`src/rtl/spi_reg_pkg.sv`:
```
// Shared types and constants for the SPI register-access master.
// A frame is the command byte {rw, addr} followed by one data byte.
package spi_reg_pkg;

  localparam int SPI_FRAME_BITS  = 16;
  localparam int SPI_RW_BIT      = 7;
  localparam int SPI_MIN_CLK_DIV = 4;

  typedef enum logic [2:0] {
    ST_IDLE,
    ST_SETUP,
    ST_SHIFT,
    ST_HOLD,
    ST_GAP
  } spi_master_state_t;

  // Reads send a zero data byte so the target never sees stale write data.
  function automatic logic [SPI_FRAME_BITS-1:0] spi_frame(
    input logic                  rw,
    input logic [SPI_RW_BIT-1:0] addr,
    input logic [7:0]            wdata
  );
    return {rw, addr, (rw ? wdata : 8'h00)};
  endfunction

endpackage

```
`src/rtl/spi_tick_gen.sv`:
```
// Half-period timer for the SPI master: strikes once every CLK_DIV enabled
// cycles while running, restarting from zero on clr.
module spi_tick_gen
  import spi_reg_pkg::*;
#(
  parameter int CLK_DIV = 4
) (
  input  logic clk,
  input  logic rstb,
  input  logic ena,
  input  logic clr,
  input  logic run,
  output logic tick
);

  // The target's edge detectors need a minimum half period to settle.
  localparam int DIV   = (CLK_DIV < SPI_MIN_CLK_DIV) ? SPI_MIN_CLK_DIV : CLK_DIV;
  localparam int CNT_W = $clog2(DIV);

  logic [CNT_W-1:0] cnt;

  assign tick = run && (cnt == CNT_W'(DIV - 1));

  always_ff @(posedge clk) begin
    if (!rstb) begin
      cnt <= '0;
    end else if (ena) begin
      if (clr || tick) begin
        cnt <= '0;
      end else if (run) begin
        cnt <= cnt + CNT_W'(1);
      end
    end
  end

endmodule

```
`src/rtl/spi_reg_master.sv`:
```
// Mode-0 SPI initiator issuing one 16-bit register read or write per start.
// state | meaning
// IDLE  | waiting for start; done pulses here at the end of a transaction
// SETUP | cs_n low, first bit on mosi, spi_clk low for one half period
// SHIFT | 16 spi_clk periods; sample miso on rise, shift mosi on fall
// HOLD  | spi_clk low, cs_n still low for one half period
// GAP   | cs_n high for CS_GAP cycles before reporting done
module spi_reg_master
  import spi_reg_pkg::*;
#(
  parameter int ADDR_W  = 3,
  parameter int REG_W   = 8,
  parameter int CLK_DIV = 4,
  parameter int CS_GAP  = 8
) (
  input  logic              clk,
  input  logic              rstb,
  input  logic              ena,
  input  logic              start,
  input  logic              rw,
  input  logic [ADDR_W-1:0] addr,
  input  logic [REG_W-1:0]  wdata,
  output logic              busy,
  output logic              done,
  output logic [REG_W-1:0]  rdata,
  output logic              spi_clk,
  output logic              spi_cs_n,
  output logic              spi_mosi,
  input  logic              spi_miso
);

  localparam int         GAP_W    = $clog2(CS_GAP);
  localparam logic [4:0] LAST_BIT = 5'(SPI_FRAME_BITS - 1);
  localparam logic [4:0] RX_FIRST = 5'(SPI_FRAME_BITS - REG_W);

  spi_master_state_t         state, state_nxt;
  logic [SPI_FRAME_BITS-1:0] frame, sreg;
  logic [REG_W-1:0]          rx_sreg;
  logic [4:0]                bit_cnt;
  logic [GAP_W-1:0]          gap_cnt;
  logic                      rw_q;
  logic                      tick, tick_run;
  logic                      load, rise, fall, gap_clr, finish;

  assign frame    = spi_frame(rw, SPI_RW_BIT'(addr), wdata);
  assign tick_run = (state == ST_SETUP) || (state == ST_SHIFT) || (state == ST_HOLD);

  spi_tick_gen #(
    .CLK_DIV (CLK_DIV)
  ) u_tick (
    .clk  (clk),
    .rstb (rstb),
    .ena  (ena),
    .clr  (load),
    .run  (tick_run),
    .tick (tick)
  );

  always_ff @(posedge clk) begin
    if (!rstb) begin
      state <= ST_IDLE;
    end else if (ena) begin
      state <= state_nxt;
    end
  end

  always_comb begin
    state_nxt = state;
    load      = 1'b0;
    rise      = 1'b0;
    fall      = 1'b0;
    gap_clr   = 1'b0;
    finish    = 1'b0;
    case (state)
      ST_IDLE: begin
        if (start) begin
          load      = 1'b1;
          state_nxt = ST_SETUP;
        end
      end
      ST_SETUP: begin
        if (tick) begin
          rise      = 1'b1;
          state_nxt = ST_SHIFT;
        end
      end
      ST_SHIFT: begin
        if (tick) begin
          if (spi_clk) begin
            fall = 1'b1;
            if (bit_cnt == LAST_BIT) begin
              state_nxt = ST_HOLD;
            end
          end else begin
            rise = 1'b1;
          end
        end
      end
      ST_HOLD: begin
        if (tick) begin
          gap_clr   = 1'b1;
          state_nxt = ST_GAP;
        end
      end
      ST_GAP: begin
        if (gap_cnt == GAP_W'(CS_GAP - 1)) begin
          finish    = 1'b1;
          state_nxt = ST_IDLE;
        end
      end
      default: state_nxt = ST_IDLE;
    endcase
  end

  always_ff @(posedge clk) begin
    if (!rstb) begin
      sreg     <= '0;
      rx_sreg  <= '0;
      bit_cnt  <= '0;
      gap_cnt  <= '0;
      rw_q     <= 1'b0;
      busy     <= 1'b0;
      done     <= 1'b0;
      rdata    <= '0;
      spi_clk  <= 1'b0;
      spi_cs_n <= 1'b1;
      spi_mosi <= 1'b0;
    end else if (ena) begin
      done <= finish;
      if (load) begin
        sreg     <= frame;
        rw_q     <= rw;
        rx_sreg  <= '0;
        bit_cnt  <= '0;
        spi_mosi <= frame[SPI_FRAME_BITS-1];
        spi_cs_n <= 1'b0;
        busy     <= 1'b1;
      end
      // Only the data-phase bits land in the read register.
      if (rise) begin
        spi_clk <= 1'b1;
        if (bit_cnt >= RX_FIRST) begin
          rx_sreg <= {rx_sreg[REG_W-2:0], spi_miso};
        end
      end
      if (fall) begin
        spi_clk  <= 1'b0;
        sreg     <= {sreg[SPI_FRAME_BITS-2:0], 1'b0};
        spi_mosi <= sreg[SPI_FRAME_BITS-2];
        bit_cnt  <= bit_cnt + 5'd1;
      end
      if (gap_clr) begin
        spi_cs_n <= 1'b1;
        gap_cnt  <= '0;
      end else if (state == ST_GAP) begin
        gap_cnt <= gap_cnt + GAP_W'(1);
      end
      if (finish) begin
        busy <= 1'b0;
        if (!rw_q) begin
          rdata <= rx_sreg;
        end
      end
    end
  end

endmodule

```
`config.mk`:
```
export PLATFORM = sky130hd
export DESIGN_NAME = spi_reg_master
export DESIGN_NICKNAME = d
export VERILOG_FILES = /design/src/rtl/spi_reg_pkg.sv /design/src/rtl/spi_tick_gen.sv /design/src/rtl/spi_reg_master.sv
export SDC_FILE = /design/constraint.sdc
export NUM_CORES = 1
export LEC_CHECK = 0
export ABC_AREA = 1
export CORE_UTILIZATION = 55
export CTS_CLUSTER_SIZE = 14
export DETAILED_ROUTE_END_ITERATION = 16
export DONT_BUFFER_PORTS = 1
export PLACE_DENSITY = 0.7
export SLEW_MARGIN = 20
export SYNTH_ARGS = -nofsm -noshare
export SYNTH_HDL_FRONTEND = slang
export SYNTH_HIERARCHICAL = 1
export SYNTH_SLANG_ARGS = --single-unit
```
`constraint.sdc`:
```
create_clock -name clk -period 1.9 [get_ports clk]
set_input_delay 0.38 -clock clk [delete_from_list [all_inputs] [get_ports clk]]
set_output_delay 0.38 -clock clk [all_outputs]
set_load 0.02 [all_outputs]
```
==> summary.txt, run 1 <==
Drt
  • Drt drc: 0
  • Routed WL: 4.52 mm
  • Wire per inst: 12.1 microns
  • Routed Antenna Nets: 0
  • Starting DRT DRC Count: 118
  • Via Count: 1983
  • DR pass1 iterations: 4
  • Post-DR vias/cell: 5.32

Logic synthesis
  • Post-synthesis area per instance: 7.17 sq um
  • Cell taking the most area after synthesis: dfxtp_1
  • Fraction of registers with async set/reset: 0%
  • #FFs+latches synth: 50
  • Seq/Total Area, Yosys: 43.9%
  • Synth Flop Type: dfxtp_1
  • Syn nets: 340
  • Largest cells by area after synthesis: dfxtp_1 44%, nand2_1 12%, nor2_1 8.9%
  • Library cells used by synthesis: 27
  • Most common cell in the netlist: nand2_1
  • Mapped Cells: 318
  • Share of the synthesized area in the top cell type: 43.9%
  • Synth Cell Area: 0.00228 sq mm
  • Yosys warns: 6
  • Top post-synthesis cells by count: 72 x nand2_1, 54 x nor2_1, 50 x dfxtp_1, 27 x a21oi_1, 24 x inv_1
  • Post-synth EDFFs: 0

GRT
  • Grt total ovfl: 0
  • Total track usage: 23.3%
  • Initial antenna violation count: 0
  • Vias in the first global route: 1829
  • Largest net degree at the start of global routing: 28
  • First-pass GRT wire length: 7.83 mm

Setup path
  • CP Class: reg2reg
  • Critical path peak fanout: 13
  • R2r worst-path depth: 8
  • Slowest cell on crit path: dfxtp_1
  • Start of the worst register-to-register path: state[0]$_SDFFE_PN0P_
  • CP endpoint kind: register
  • Worst Path Buf+Inv: 2
  • Worst-path cell chain: buf_4 > nor2_4 > nand3_1 > inv_2 > nand2_2 > o21ai_4 > o21ai_0 > nor2_1
  • Data required, critical path: 2.15 ns
  • Worst setup SP type: register
  • Arr. time, crit path: 1.89 ns
  • Top delay family on crit path: simple AND/OR/NAND/NOR gates
  • Worst path max stage delay: 0.34 ns
  • R2r setup slk: 0.25 ns
  • Worst r2r dst: sreg[9]$_SDFFE_PN0P_

Timing
  • Rel. slew slack: 70.7%
  • Actual slew at the worst max-slew pin: 0.439 ns
  • Final Worst Setup Slack: 0.253 ns
  • Max-slew violation count: 0
  • Clock skew: 0.00574 ns
  • Post-layout min period: 1.65 ns
  • Final TNS setup: 0 ns
  • Period utilisation layout: 86.7%
  • Unrepaired setup endpoints after global routing: no
  • Peak Freq: 0.607 GHz
  • Final setup viols: 0
  • Final hold violations: 0

Place
  • Port bufs: 0
  • Routability congestion estimate: 0.843
  • Post-DP Area: 0.00234 sq mm
  • Placed Instances: 365
  • Post-DP HPWL: 3.16 mm
  • Pre-CTS setup slack: 0.0936 ns

Finish
  • Layout cell share with drive strength beyond 1: 9.60%
  • Area Overhead vs Synth: 7.41%
  • Antenna cells: 0
  • Filler cell count: 382
  • Layout Cells excl Fill: 373
  • Design Area, Final: 0.00245 sq mm
  • Nets: 344
  • Final Util: 61.2%

CTS
  • Max Root-Sink Buffers: 2
  • TritonCTS clock tree: yes
  • H-tree level count: 2
  • Clock Latency Late Sink: 0.30 ns
  • Root buffer cell: clkbuf_8
  • Num CTS Buffers: 5
  • CTS Sinks: 50
  • Clk slew on worst S/H paths: 0.09 ns

Floorplan
  • Row count: 23
  • Initial Util: 57.0%
  • Die ar.: 0.00441 sq mm
  • DIE WIDTH: 66.4 microns
  • Die height: 66.4 microns
  • Io pins: 30
  • CORE AREA: 0.00400 sq mm

Hold path
  • Worst Hold Launch: rstb
  • Worst min path class: in2reg
  • End of the worst hold path: spi_cs_n$_SDFFE_PN1P_
  • Cell count of the worst hold path: 1

Power and ir drop
  • Peak supply drop: 0.462 mV
  • Pleak: 1.05 nW
  • PD cells: 783 mW/mm^2

Job
  • Total of max-cap violations: 0

Status
  • Outcome: finished clean
kinds of logic after synthesis:
kind of cell / synth area share [%]
AOI/OAI and AO/OA: 12.3
xor gates and xnor gates: 0.384
and+or+nand+nor: 33.7
adders and majority gates: 2.74
DFF: 43.9
buffers and inverters: 6.91
metal layers:
| metal | global-route usage, % | share of wire, % |
|---|---|---|
| met4 | 10.4 | 1.8 |
| met3 | 5.34 | 5.6 |
| met5 | 0 | 0 |
| met2 | 36.2 | 42 |
| met1 | 30.6 | 50 |
worst reg2reg max path: stages (launching register included):
cell and delay, ns:
dfxtp_1 0.34, buf_4 0.16, nor2_4 0.19, nand3_1 0.12, inv_2 0.13, nand2_2 0.19
o21ai_4 0.20, o21ai_0 0.16, nor2_1 0.09
per-stage QoR:
stage	hold WS, ns	power (mW)
floorplan	0.439	1.28
global placement	0.450	1.31
detailed placement	0.454	1.31
CTS	0.151	1.93
global route	0.166	2.00
finish	0.167	1.92
layout by cell type, fill, tap and decap left out, types with 2 or more instances in the layout:
| master | synthesis | layout |
|---|---|---|
| nor2_4 | 4 | 4 |
| o21ai_0 | 20 | 20 |
| nand2_1 | 72 | 72 |
| buf_4 | 2 | 8 |
| nand4_1 | 10 | 10 |
| a21oi_1 | 27 | 27 |
| nand3_1 | 20 | 20 |
| dfxtp_1 | 50 | 50 |
| o21ai_1 | 6 | 6 |
| nand2_2 | 4 | 3 |
| nor2_2 | 1 | 2 |
| nor2_1 | 54 | 53 |
| inv_1 | 24 | 23 |
| inv_2 | 2 | 3 |
| ha_1 | 5 | 5 |
| clkbuf_8 | 0 | 6 |
worst max path at each step:
stage	end	start	cells after the start
after detailed placement	sreg[3]$_SDFFE_PN0P_	state[1]$_SDFFE_PN0P_	8
after CTS	sreg[3]$_SDFFE_PN0P_	state[0]$_SDFFE_PN0P_	8
after global routing	rx_sreg[0]$_SDFFE_PN0P_	state[2]$_SDFFE_PN0P_	11
after global placement	sreg[3]$_SDFFE_PN0P_	state[1]$_SDFFE_PN0P_	8
after floorplan	rx_sreg[0]$_SDFFE_PN0P_	state[0]$_SDFFE_PN0P_	12
final	sreg[9]$_SDFFE_PN0P_	state[0]$_SDFFE_PN0P_	8
where the power goes:
part / switching (mW) / total (mW) / internal, mW
sequential: 0.0259 / 1.11 / 1.08
combinational: 0.115 / 0.181 / 0.0656
clock: 0.337 / 0.631 / 0.294
what timing repair did:
| action | CTS | global route |
|---|---|---|
| buffers inserted | 0 | 0 |
| resized for setup | 0 | 4 |
| hold buffers | 0 | 0 |
| endpoints found under the setup margin | 0 | 21 |
cell type report:
type | instances | area, sq um | share of cell area, %
clock inverter | 1 | 5.00 | 0.204
multi-input combinational | 231 | 1140 | 46.4
sequential | 50 | 1000 | 40.9
timing repair buffer | 8 | 60.1 | 2.45
clock buffer | 7 | 86.3 | 3.52
inverter | 26 | 97.6 | 3.98
tap | 50 | 62.6 | 2.55
sequential cells by signal, summed over array words and instances, names as in the netlist:
register	count
bit_cnt	5
busy	1
done	1
gap_cnt	3
rdata	8
rw_q	1
rx_sreg	8
spi_clk	1
spi_cs_n	1
spi_mosi	1
sreg	15
state	3
u_tick/cnt	2
No activity file was read; power rests on OpenSTA's default activity.
==> run 2, diff against run 1 <==
Settings changed: GPL_ROUTABILITY_DRIVEN from default to 0.
==> results of run 2 <==
The final DEF is identical to that of run 1; final timing and power are the same.
==> run 3, diff against run 2 <==
Settings changed: ABC_CLOCK_PERIOD_IN_PS from default to 1900.
==> results of run 3 <==
The final DEF is identical to that of run 1; final timing and power are the same.
